--- config.mk ---
export PLATFORM = sky130hd
export DESIGN_NAME = uart_tx_arbiter
export DESIGN_NICKNAME = d
export VERILOG_FILES = /design/src/rtl/uart_tx_arbiter.sv
export SDC_FILE = /design/constraint.sdc
export NUM_CORES = 1
export LEC_CHECK = 0
export ABC_AREA = 1
export BUFFER_PORTS_ARGS = -buffer_cell sky130_fd_sc_hd__buf_2
export CORE_ASPECT_RATIO = 0.5
export CORE_UTILIZATION = 35
export DETAILED_ROUTE_END_ITERATION = 10
export GPL_TIMING_DRIVEN = 0
export PLACE_DENSITY = 0.63
export SYNTH_ARGS = -nofsm -noshare
export SYNTH_HDL_FRONTEND = slang
export SYNTH_SLANG_ARGS = --single-unit
--- constraint.sdc ---
create_clock -name clk -period 1.5 [get_ports clk]
set_input_delay 0.075 -clock clk [delete_from_list [all_inputs] [get_ports clk]]
set_output_delay 0.075 -clock clk [all_outputs]
set_load 0.02 [all_outputs]
--- src/rtl/uart_tx_arbiter.sv ---
// Shares one UART TX line between NUM_REQ transmitters with a guard gap between owners.
// Build option: define UART_ARB_ROUND_ROBIN_EN for round-robin arbitration (default fixed priority).
module uart_tx_arbiter #(
    parameter int NUM_REQ       = 3,
    parameter int CLK_FREQ_HZ   = 100_000_000,
    parameter int BAUD_RATE     = 115200,
    parameter int GAP_BITS      = 2,
    parameter int START_TIMEOUT = 1024
) (
    input  logic               clk,
    input  logic               rst_n,
    input  logic [NUM_REQ-1:0] req,
    input  logic [NUM_REQ-1:0] busy_in,
    input  logic [NUM_REQ-1:0] tx_in,
    output logic [NUM_REQ-1:0] grant,
    output logic [1:0]         owner_id,
    output logic               uart_tx,
    output logic               line_busy,
    output logic               timeout_err
);
    localparam int CLKS_PER_BIT = CLK_FREQ_HZ / BAUD_RATE;
    localparam int GAP_CYCLES   = GAP_BITS * CLKS_PER_BIT;
    localparam int IDX_W        = (NUM_REQ > 1) ? $clog2(NUM_REQ) : 1;
    localparam int TO_W         = (START_TIMEOUT > 0) ? $clog2(START_TIMEOUT + 1) : 1;
    localparam int GAP_W        = (GAP_CYCLES > 0) ? $clog2(GAP_CYCLES + 1) : 1;

    localparam logic [TO_W-1:0]  TO_LIMIT = TO_W'(START_TIMEOUT);
    localparam logic [GAP_W-1:0] GAP_LAST = GAP_W'((GAP_CYCLES > 0) ? GAP_CYCLES - 1 : 0);

    typedef enum logic [1:0] {
        ST_IDLE   = 2'd0,
        ST_GRANT  = 2'd1,
        ST_ACTIVE = 2'd2,
        ST_GAP    = 2'd3
    } state_t;

    state_t             r_state;
    state_t             w_state_nxt;
    logic [1:0]         r_owner;
    logic [1:0]         w_owner_nxt;
    logic [1:0]         w_win;
    logic [NUM_REQ-1:0] r_grant;
    logic [NUM_REQ-1:0] w_grant_nxt;
    logic [NUM_REQ-1:0] w_owner_oh;
    logic               r_timeout_err;
    logic               w_timeout;
    logic [TO_W-1:0]    r_to_cnt;
    logic [TO_W-1:0]    w_to_nxt;
    logic [TO_W-1:0]    w_to_inc;
    logic [GAP_W-1:0]   r_gap_cnt;
    logic [GAP_W-1:0]   w_gap_nxt;
    logic               w_own_req;
    logic               w_own_busy;
    logic               w_own_tx;
    logic               w_owns_line;

    // Only the owner's request/busy/serial bits are ever looked at.
    assign w_owner_oh  = {{(NUM_REQ-1){1'b0}}, 1'b1} << r_owner;
    assign w_own_req   = |(req & w_owner_oh);
    assign w_own_busy  = |(busy_in & w_owner_oh);
    assign w_own_tx    = |(tx_in & w_owner_oh);
    assign w_owns_line = (r_state == ST_GRANT) || (r_state == ST_ACTIVE);
    assign w_to_inc    = r_to_cnt + TO_W'(1);

`ifdef UART_ARB_ROUND_ROBIN_EN
    logic [1:0] r_rr_last;

    // Round-robin winner: nearest requester after the last owner (nearest offset assigned last).
    always_comb begin
        w_win = 2'd0;
        for (int k = NUM_REQ; k >= 1; k--) begin
            w_win = req[IDX_W'((int'(r_rr_last) + k) % NUM_REQ)] ?
                    2'((int'(r_rr_last) + k) % NUM_REQ) : w_win;
        end
    end

    // Round-robin pointer; starts at the top index so requester 0 wins first.
    always_ff @(posedge clk or negedge rst_n) begin
        if (!rst_n) begin
            r_rr_last <= 2'(NUM_REQ - 1);
        end else if ((r_state == ST_IDLE) && (|req)) begin
            r_rr_last <= w_win;
        end else begin
            r_rr_last <= r_rr_last;
        end
    end
`else
    // Fixed priority winner: lowest index with a request.
    always_comb begin
        w_win = 2'd0;
        for (int i = NUM_REQ - 1; i >= 0; i--) begin
            w_win = req[IDX_W'(i)] ? 2'(i) : w_win;
        end
    end
`endif

    // Next-state, counter and grant decode.
    always_comb begin
        w_state_nxt = r_state;
        w_owner_nxt = r_owner;
        w_timeout   = 1'b0;
        w_to_nxt    = {TO_W{1'b0}};
        w_gap_nxt   = {GAP_W{1'b0}};
        case (r_state)
            ST_IDLE: begin
                if (|req) begin
                    w_state_nxt = ST_GRANT;
                    w_owner_nxt = w_win;
                end else begin
                    w_state_nxt = ST_IDLE;
                end
            end
            ST_GRANT: begin
                if (w_own_busy) begin
                    w_state_nxt = ST_ACTIVE;
                end else if (!w_own_req) begin
                    w_state_nxt = ST_GAP;
                end else if (w_to_inc == TO_LIMIT) begin
                    w_state_nxt = ST_GAP;
                    w_timeout   = 1'b1;
                end else begin
                    w_to_nxt = w_to_inc;
                end
            end
            ST_ACTIVE: begin
                if (w_own_busy) begin
                    w_state_nxt = ST_ACTIVE;
                end else if (w_own_req) begin
                    w_state_nxt = ST_GRANT;
                end else begin
                    w_state_nxt = ST_GAP;
                end
            end
            ST_GAP: begin
                if (r_gap_cnt == GAP_LAST) begin
                    w_state_nxt = ST_IDLE;
                end else begin
                    w_gap_nxt = r_gap_cnt + GAP_W'(1);
                end
            end
            default: begin
                w_state_nxt = ST_IDLE;
            end
        endcase

        if ((w_state_nxt == ST_GRANT) || (w_state_nxt == ST_ACTIVE)) begin
            w_grant_nxt = {{(NUM_REQ-1){1'b0}}, 1'b1} << w_owner_nxt;
        end else begin
            w_grant_nxt = {NUM_REQ{1'b0}};
        end
    end

    // State, owner, grant, pulse and counter registers.
    always_ff @(posedge clk or negedge rst_n) begin
        if (!rst_n) begin
            r_state       <= ST_IDLE;
            r_owner       <= 2'd0;
            r_grant       <= {NUM_REQ{1'b0}};
            r_timeout_err <= 1'b0;
            r_to_cnt      <= {TO_W{1'b0}};
            r_gap_cnt     <= {GAP_W{1'b0}};
        end else begin
            r_state       <= w_state_nxt;
            r_owner       <= w_owner_nxt;
            r_grant       <= w_grant_nxt;
            r_timeout_err <= w_timeout;
            r_to_cnt      <= w_to_nxt;
            r_gap_cnt     <= w_gap_nxt;
        end
    end

    // The line idles high whenever nobody owns it, including during reset.
    assign uart_tx     = w_owns_line ? w_own_tx : 1'b1;
    assign grant       = r_grant;
    assign owner_id    = r_owner;
    assign line_busy   = (r_state != ST_IDLE);
    assign timeout_err = r_timeout_err;

endmodule
==> impl_metrics.csv, run 1 <==
group,metric,value,unit
logic_synthesis,yosysTopAreaCell,"dfrtp_1",
setup_path,endpoint,"grant[0]",
sta,finClkSkew,0.004072,ns
layout,multi_input_area,1132,um^2
setup_path,rrSetupSlack,-0.35,ns
sta,setup_viol,16,
placed_design,dpl.hpwl,2353,um
global_routing,grt_pass1_wl,6058,um
pwr,p_leak,1.105,nW
layout,num_antenna_cells,0,
clock_network,tritoncts,"done",
clock_network,clkTransAtPathRegs,0.07,ns
logic_synthesis,syn_inst,212,
placed_design,place_area,1858,um^2
setup_path,cp-startpoint,"r_to_cnt[1]",
logic_synthesis,synthTopCellsByArea,"dfrtp_1 45%, nand2_1 9.8%, inv_1 6.7%",
layout,seq_area,754.5,um^2
status,outcome,"complete, but fails checks",
run,cap_violations,0,
clock_network,cts_htree_levels,2,
setup_path,r2r_end,"grant[0]",
logic_synthesis,ys.flop_type,"dfrtp_1",
sta,layout_min_cycle_time,1.851,ns
sta,timing.slew.headroom,54.33,%
layout,final_nets,275,
routing,vias,1553,
placed_design,dp_cells,296,
sta,postLayoutSetupSlackWorst,-0.3511,ns
logic_synthesis,avgSynthCellArea,7.914,um^2
layout,fill_cells,408,
global_routing,overflow,0,
routing,wl_per_cell,12.23,um
logic_synthesis,yosys-top-cells-count,"44 x nand2_1, 30 x dfrtp_1, 30 x inv_1, 30 x nor2_1, 20 x nand3_1",
worst_hold_path,hp-class,"primary input to register",
pwr,p_total,3.025,mW
routing,drt_first_pass_iters,4,
sta,hold_viol,0,
pwr,power_density,1233,nW/um^2
sta,period_share,123.4,%
logic_synthesis,synth_edf_count,0,
logic_synthesis,synth_top_area_share,44.74,%
die,core_region_area,4509,um^2
layout,final_layout_size_suffix_gt1_share,43.41,%
logic_synthesis,synth.most_common_cell,"nand2_1",
die,die-area,5092,um^2
routing,wl,3961,um
placed_design,port_buffers,18,
setup_path,rr_worst_depth,13,
die,die_h,50.96,um
setup_path,required,1.71,ns
routing,drc,0,
global_routing,grt_max_degree,31,
setup_path,regToRegStartpoint,"r_to_cnt[1]",
die,die_x,99.92,um
global_routing,grt_pass1_vias,1433,
logic_synthesis,seq_area_frac_synth,44.74,%
die,rows,17,
global_routing,grt_antenna_before_repair,0,
global_routing,grt.total_usage,15.59,%
logic_synthesis,synth.distinct_cells,23,
status,violations,"setup timing",
clock_network,numCtsBuffers,5,
sta,slew_viol_final,0,
logic_synthesis,async_reset_ff_share,100.0,%
routing,via_per_inst,4.793,
logic_synthesis,synthesis.area,1678,um^2
sta,rsz0062_at_grt,"yes",
setup_path,crit_path_max_fanout,4,
pwr,irDropWorstVdd,0.0007815,V
layout,design_area,2454,um^2
logic_synthesis,syn_nets,230,
layout,final_cells,324,
clock_network,cts_root_buf,"clkbuf_8",
logic_synthesis,synth-seq-cells,30,
setup_path,arrival,2.06,ns
setup_path,critical_path_class,"register to register",
sta,fin_setup_tns,-4.448,ns
logic_synthesis,yosys_warnings,0,
sta,worstMarginPinSlew,0.6851,ns
routing,first_iter_violations,86,
clock_network,worstSkewPairLatency,0.28,ns
routing,antenna_left,0,
clock_network,clk_path_buf_depth,2,
die,io_pins,19,
placed_design,preCtsSetupSlack,-0.3957,ns
setup_path,worstSetupStartpointType,"register",
clock_network,cts_sinks,30,
die,start_util,37.21,%
layout,syn2layout_area_growth,46.23,%
sta,max_freq,540.2,MHz
placed_design,place_congestion,0.7757,
setup_path,cp-end-kind,"register",
[layout by cell type, fill, tap and decap left out, types with 3 or more instances in the layout]
cell / n
buf_2: 18
ha_1: 5
a21oi_1: 3
clkbuf_8: 5
nor3_2: 4
inv_1: 27
buf_6: 6
nand3_1: 12
nor2_4: 11
a21oi_2: 3
nand2_4: 7
dfrtp_1: 27
nand3_4: 4
buf_4: 13
nand2_1: 32
nor2_1: 17
nor2_2: 7
nand2_2: 9
inv_2: 3
nand4_1: 3
dfrtp_2: 3
nand3_2: 7
nor3_1: 5
[kinds of logic (layout without fill, tap and decap cells)]
family	count (synthesis)	in the layout	share of synthesized area [%]
xor+xnor	4	4	2.088
flops	30	30	44.74
fa+ha+maj	7	7	5.220
compound gates	17	17	6.711
simple gates	124	124	34.53
buf+inv	30	76	6.712
[critical path: stages, from the launching register on]
cell	delay, ns
dfrtp_1	0.41
buf_6	0.13
nand3_4	0.10
nor2_4	0.15
nand2_2	0.06
nand2_2	0.11
nand3_2	0.12
nor2_4	0.14
nand2_4	0.09
nand2_4	0.08
nand2_4	0.07
nand2_4	0.07
nand3_4	0.09
a21oi_2	0.15
[per-stage QoR]
| stage | hold WS [ns] | utilization (%) |
|---|---|---|
| after detailed placement | 0.1585 | 41.20 |
| after global routing | 0.2309 | 54.41 |
| after CTS | 0.1885 | 48.61 |
| after floorplan | -0.2206 | - |
| final | 0.1801 | 54.41 |
| after global placement | 0.1501 | 41.20 |
[cell type report]
| class | instances | share of cell area, % |
|---|---|---|
| sequential | 30 | 30.75 |
| clock inverter | 1 | 1.224 |
| tap | 66 | 3.366 |
| timing repair buffer | 38 | 10.81 |
| inverter | 30 | 4.590 |
| clock buffer | 7 | 3.111 |
| multi-input combinational | 152 | 46.15 |
[metal layers]
| metal | part of all wire [%] | GRT usage [%] | wire length, um |
|---|---|---|---|
| met1 | 46 | 19.60 | 1832 |
| met2 | 48 | 25.75 | 1886 |
| met3 | 4.1 | 3.967 | 163 |
| met4 | 2.0 | 6.863 | 79 |
| met5 | 0 | 0 | 0 |
[what timing repair did]
action | 4_1_cts | 5_1_grt
endpoints found under the hold margin | 30 | 0
resized for setup | 29 | 54
setup buffers | 15 | 7
hold buffers | 1 | 0
gates cloned | 0 | 0
pin swaps | 10 | 23
setup endpoints to repair | 17 | 22
[flip-flops by register name (all words and copies together) (netlist names)]
register / count
grant: 3
timeout_err: 1
r_to_cnt: 11
r_gap_cnt: 11
owner_id: 2
r_state: 2
[how the worst min path moves through the flow]
| stage | endpoint | start | cells past startpoint |
|---|---|---|---|
| after floorplan | grant[0] | rst_n | 0 |
| after global placement | r_gap_cnt[6] | rst_n | 1 |
| after detailed placement | r_gap_cnt[6] | rst_n | 1 |
| after CTS | owner_id[0] | req[0] | 4 |
| after global routing | owner_id[0] | req[0] | 4 |
| final | owner_id[0] | req[0] | 4 |
[where the power goes]
part           total (mW)  switching [mW]  internal, mW
registers           0.963          0.0739         0.889
logic                1.25           0.786         0.462
clock network       0.814           0.317         0.497
Power figures use the tool's default switching activity.
==> inputs of run 2 (changes only) <==
--- a/config.mk
+++ b/config.mk
@@ -12,6 +12,7 @@
 export DETAILED_ROUTE_END_ITERATION = 10
 export GPL_TIMING_DRIVEN = 0
 export PLACE_DENSITY = 0.63
+export SETUP_SLACK_MARGIN = 0.15
 export SYNTH_ARGS = -nofsm -noshare
 export SYNTH_HDL_FRONTEND = slang
 export SYNTH_SLANG_ARGS = --single-unit
==> run 2 against run 1 <==
  * The run still ends with setup timing left
  * Critical path type unchanged
  * Largest power group unchanged
  * Combinational power up 12%
  * Maximum frequency down 1.7%
  * Setup slack worse by 0.032 ns
==> impl_metrics.csv, run 2 (same netlist as run 1, synthesis figures left out) <==
group,metric,value,unit
setup_path,required,1.71,ns
placed_design,place_area,1863,um^2
die,die_h,50.96,um
layout,fin_util,57.99,%
clock_network,cts_sinks,30,
run,cap_violations,0,
global_routing,grt_pass1_wl,6375,um
routing,drc,0,
layout,layout_common_cells,"34 x nand2_1, 24 x dfrtp_1, 23 x inv_1, 22 x buf_4, 19 x nor2_1",
global_routing,grt_antenna_before_repair,0,
pwr,power_density,1157,nW/um^2
setup_path,critical_path_class,"register to register",
global_routing,overflow,0,
pwr,p_leak,1.176,nW
clock_network,cts_htree_levels,2,
die,die_x,99.92,um
layout,final_cells,338,
die,rows,17,
placed_design,preCtsSetupSlack,-0.3941,ns
worst_hold_path,hp-class,"primary input to register",
routing,vias,1647,
layout,mostFrequentLayoutCell,"nand2_1",
layout,final_nets,291,
die,start_util,37.21,%
clock_network,worstSkewPairLatency,0.28,ns
clock_network,clkTransAtPathRegs,0.06,ns
sta,finClkSkew,0.003852,ns
placed_design,dp_cells,296,
sta,setup_viol,16,
sta,timing.slew.headroom,53.62,%
pwr,p_total,3.027,mW
setup_path,worstSetupStartpointType,"register",
sta,postLayoutSetupSlackWorst,-0.3827,ns
layout,syn2layout_area_growth,55.85,%
sta,rsz0062_at_grt,"yes",
sta,max_freq,531.2,MHz
die,die-area,5092,um^2
status,violations,"setup timing",
clock_network,numCtsBuffers,5,
die,io_pins,19,
routing,via_per_inst,4.873,
routing,drt_first_pass_iters,4,
status,outcome,"complete, but fails checks",
layout,num_antenna_cells,0,
clock_network,clk_path_buf_depth,2,
sta,layout_min_cycle_time,1.883,ns
sta,period_share,125.5,%
placed_design,port_buffers,18,
routing,first_iter_violations,64,
global_routing,grt.total_usage,16.39,%
layout,design_area,2615,um^2
sta,hold_viol,0,
sta,slew_viol_final,0,
sta,worstMarginPinSlew,0.6958,ns
routing,antenna_left,0,
global_routing,grt_pass1_vias,1489,
clock_network,cts_root_buf,"clkbuf_8",
layout,final_layout_size_suffix_gt1_share,50.00,%
setup_path,arrival,2.09,ns
placed_design,place_congestion,0.7899,
placed_design,dpl.hpwl,2274,um
routing,wl_per_cell,13.51,um
clock_network,tritoncts,"done",
global_routing,grt_max_degree,31,
pwr,irDropWorstVdd,0.0008945,V
setup_path,crit_path_max_fanout,5,
routing,wl,4567,um
setup_path,cp-end-kind,"register",
die,core_region_area,4509,um^2
-- run 2: worst max-delay path, stage by stage (launching register included) --
cell and delay, ns:
dfrtp_1 0.42, ha_4 0.19, nand3_2 0.10, xor2_2 0.18
nand3_1 0.15, nor2_2 0.17, nand2_4 0.10, nand2_2 0.07
nand2_2 0.08, nand2_2 0.10, nand3_4 0.10, a21oi_2 0.15
-- run 2: per-layer routing --
| metal | global-route usage [%] | vias up | part of all wire [%] |
|---|---|---|---|
| met5 | 0 | - | 0 |
| met4 | 8.824 | 0 | 4.4 |
| met3 | 3.830 | 20 | 3.5 |
| met2 | 28.16 | 46 | 50 |
| met1 | 19.42 | 783 | 42 |
| li1 | - | 798 | - |
-- run 2: area by class of cell --
class | instances | area [um^2]
clock buffers | 6 | 82.58
repair buffers | 54 | 421.7
well taps | 66 | 82.58
fillers | 379 | 1894
inverters | 30 | 117.6
multi-input cells | 152 | 1152
flip-flops and latches | 30 | 758.2
-- run 2: path summary, 6_finish.rpt --
check | cells after the start | from | slack [ns] | to
max in group asynchronous | 2 | rst_n | 0.63 | r_to_cnt[2]
setup reg to reg | 11 | r_to_cnt[1] | -0.38 | grant[0]
setup / recovery | 11 | r_to_cnt[1] | -0.38 | grant[0]
min in group asynchronous | 2 | rst_n | 0.37 | r_gap_cnt[6]
hold / removal | 4 | req[0] | 0.20 | owner_id[0]
hold reg to reg | 2 | r_gap_cnt[9] | 0.58 | r_gap_cnt[9]
-- run 2: timing repair --
action	CTS	global route
pin swaps	22	25
hold buffers	1	0
endpoints found under the setup margin	23	28
setup buffers	21	14
gates resized for setup	32	66
hold endpoints to repair	30	0
-- run 2: where the power goes --
part	switching [mW]	leakage (nW)	total (mW)	internal (mW)
sequential	0.0893	0.402	0.979	0.889
clock	0.292	0.0431	0.645	0.353
combinational	0.836	0.731	1.40	0.567
total	1.22	1.18	3.03	1.81
-- run 2: through the flow --
step | hold slack (ns) | TNS, ns
2_1_floorplan | -0.2206 | -1.005
3_3_place_gp | 0.1515 | -3.473
3_5_place_dp | 0.1586 | -3.748
4_1_cts | 0.1982 | -2.860
5_1_grt | 0.2152 | -4.744
6_report | 0.2020 | -3.315
==> inputs of run 3 (changes only) <==
==> constraint.sdc (replaced) <==
create_clock -name clk -period 1.5 [get_ports clk]
set_input_delay 0.075 -clock clk [delete_from_list [all_inputs] [get_ports clk]]
set_output_delay 0.075 -clock clk [all_outputs]
set_load 0.005 [all_outputs]
==> run 3 against run 2 <==
  * The flow still finishes with violations (setup timing)
  * Die area did not move
  * Sequential share of layout area up 0.11 points
  * Design area decreased by 0.86%
  * Utilization shrank 0.50 points
==> impl_metrics.csv, run 3 (same netlist as run 1, synthesis figures left out) <==
group,metric,value,unit
sta,finClkSkew,0.005254,ns
routing,antenna_left,0,
placed_design,port_buffers,18,
layout,fill_cells,375,
placed_design,dp_cells,296,
clock_network,numCtsBuffers,5,
layout,syn2layout_area_growth,54.51,%
pwr,p_leak,1.162,nW
sta,postLayoutSetupSlackWorst,-0.3749,ns
clock_network,worstSkewPairLatency,0.28,ns
status,violations,"setup timing",
clock_network,tritoncts,"done",
placed_design,place_congestion,0.7964,
routing,first_iter_violations,93,
routing,vias,1601,
global_routing,grt_antenna_before_repair,0,
layout,seq_area,754.5,um^2
global_routing,grt_pass1_wl,6499,um
status,outcome,"complete, but fails checks",
sta,layout_min_cycle_time,1.875,ns
routing,wl,4122,um
setup_path,crit_path_max_fanout,5,
layout,design_area,2592,um^2
sta,hold_viol,0,
layout,num_antenna_cells,0,
setup_path,arrival,2.08,ns
setup_path,critical_path_class,"register to register",
setup_path,cp-end-kind,"register",
routing,drt_first_pass_iters,4,
sta,worstMarginPinSlew,0.6944,ns
layout,final_cells,336,
routing,drc,0,
setup_path,critPathBufInv,0,
clock_network,cts_sinks,30,
setup_path,worstSetupStartpointType,"register",
sta,setup_viol,18,
worst_hold_path,hp-class,"primary input to register",
die,start_util,37.21,%
global_routing,grt.total_usage,16.51,%
die,die_h,50.96,um
die,rows,17,
sta,rsz0062_at_grt,"yes",
clock_network,cts_root_buf,"clkbuf_8",
setup_path,cpPeakStageDelay,0.41,ns
global_routing,grt_max_degree,31,
layout,multi_input_area,1180,um^2
routing,wl_per_cell,12.27,um
pwr,power_density,1061,nW/um^2
layout,final_layout_size_suffix_gt1_share,50.00,%
global_routing,overflow,0,
sta,timing.slew.headroom,53.71,%
setup_path,required,1.71,ns
die,io_pins,19,
layout,layout_common_cells,"34 x nand2_1, 27 x dfrtp_1, 25 x inv_1, 22 x buf_4, 18 x buf_2",
layout,mostFrequentLayoutCell,"nand2_1",
clock_network,clk_path_buf_depth,2,
sta,max_freq,533.3,MHz
clock_network,clkTransAtPathRegs,0.07,ns
die,die-area,5092,um^2
placed_design,place_area,1861,um^2
setup_path,path_cells,"ha_4, nand2_4, nor2_4, nand2_2, o21bai_4, nand2_2, nor2_4, nand2_4, nand2_2, nand2_2, nand2_2, nand3_4, a21oi_2",
die,core_region_area,4509,um^2
sta,period_share,125.0,%
pwr,irDropWorstVdd,0.0006447,V
run,cap_violations,0,
setup_path,path_delay_family,"simple AND/OR/NAND/NOR gates",
setup_path,rrSetupSlack,-0.37,ns
routing,via_per_inst,4.765,
clock_network,cts_htree_levels,2,
global_routing,grt_pass1_vias,1452,
sta,slew_viol_final,0,
die,die_x,99.92,um
placed_design,dpl.hpwl,2376,um
setup_path,cp_common_cell,"nand2_2",
layout,final_nets,288,
setup_path,crit_path_top_delay_cell,"dfrtp_1",
[run 3: cell types whose count changed in the layout (fill, tap and decap cells not counted), sizes merged]
cell / change
buf: -3
clkbuf: -1
clkinv: +2
[run 3: power by group]
| part | internal, mW | switching (mW) |
|---|---|---|
| combinational | 0.473 | 0.687 |
| sequential | 0.889 | 0.0809 |
| clock | 0.311 | 0.309 |
| total | 1.67 | 1.08 |
[run 3: worst paths after layout]
path,startpoint,to,cells past startpoint
min reg2reg,r_gap_cnt[9],r_gap_cnt[9],2
min in group asynchronous,rst_n,r_gap_cnt[6],2
max,r_to_cnt[0],grant[0],13
min,req[0],owner_id[0],4
max in group asynchronous,rst_n,r_to_cnt[2],2
max reg2reg,r_to_cnt[0],grant[0],13
[run 3: layer usage]
layer	track usage (%)	wire, um	up-vias	share of wire [%]
li1	-	-	791	-
met2	28.28	2028	26	49
met4	5.882	44	0	1.1
met3	3.694	120	5	2.9
met1	20.81	1929	779	47
met5	0	0	-	0
[run 3: stage by stage]
| step | hold WS (ns) | util, % | setup TNS (ns) | setup slack, ns | power [mW] |
|---|---|---|---|---|---|
| floorplan | -0.2206 | - | -1.005 | -0.1548 | 1.493 |
| global placement | 0.1517 | 41.26 | -3.563 | -0.3449 | 1.699 |
| detailed placement | 0.1647 | 41.26 | -4.025 | -0.4171 | 1.728 |
| CTS | 0.1832 | 49.45 | -3.181 | -0.2981 | 2.517 |
| global route | 0.2386 | 57.49 | -6.492 | -0.4892 | 2.929 |
| finish | 0.1849 | 57.49 | -4.549 | -0.3749 | 2.750 |
[run 3: cell type report]
type                       count  area share (%)
sequential                    30           29.10
tap                           66           3.185
clock buffer                   5           2.654
timing repair buffer          51           14.72
inverter                      30           4.440
multi-input combinational    152           45.51
clock inverter                 2          0.3861
[run 3: timing repair]
action | 4_1_cts | 5_1_grt
gates cloned | 0 | 0
endpoints found under the setup margin | 26 | 28
gates resized for setup | 33 | 64
hold endpoints to repair | 30 | 0
pin swaps | 11 | 23
setup buffers | 18 | 14
hold buffers | 1 | 0
[run 3: worst reg2reg max path: stages (launching register included)]
cell and delay, ns:
dfrtp_1 0.41, ha_4 0.19, nand2_4 0.06, nor2_4 0.14, nand2_2 0.08, o21bai_4 0.14
nand2_2 0.10, nor2_4 0.12, nand2_4 0.09, nand2_2 0.07, nand2_2 0.07, nand2_2 0.08
nand3_4 0.08, a21oi_2 0.17
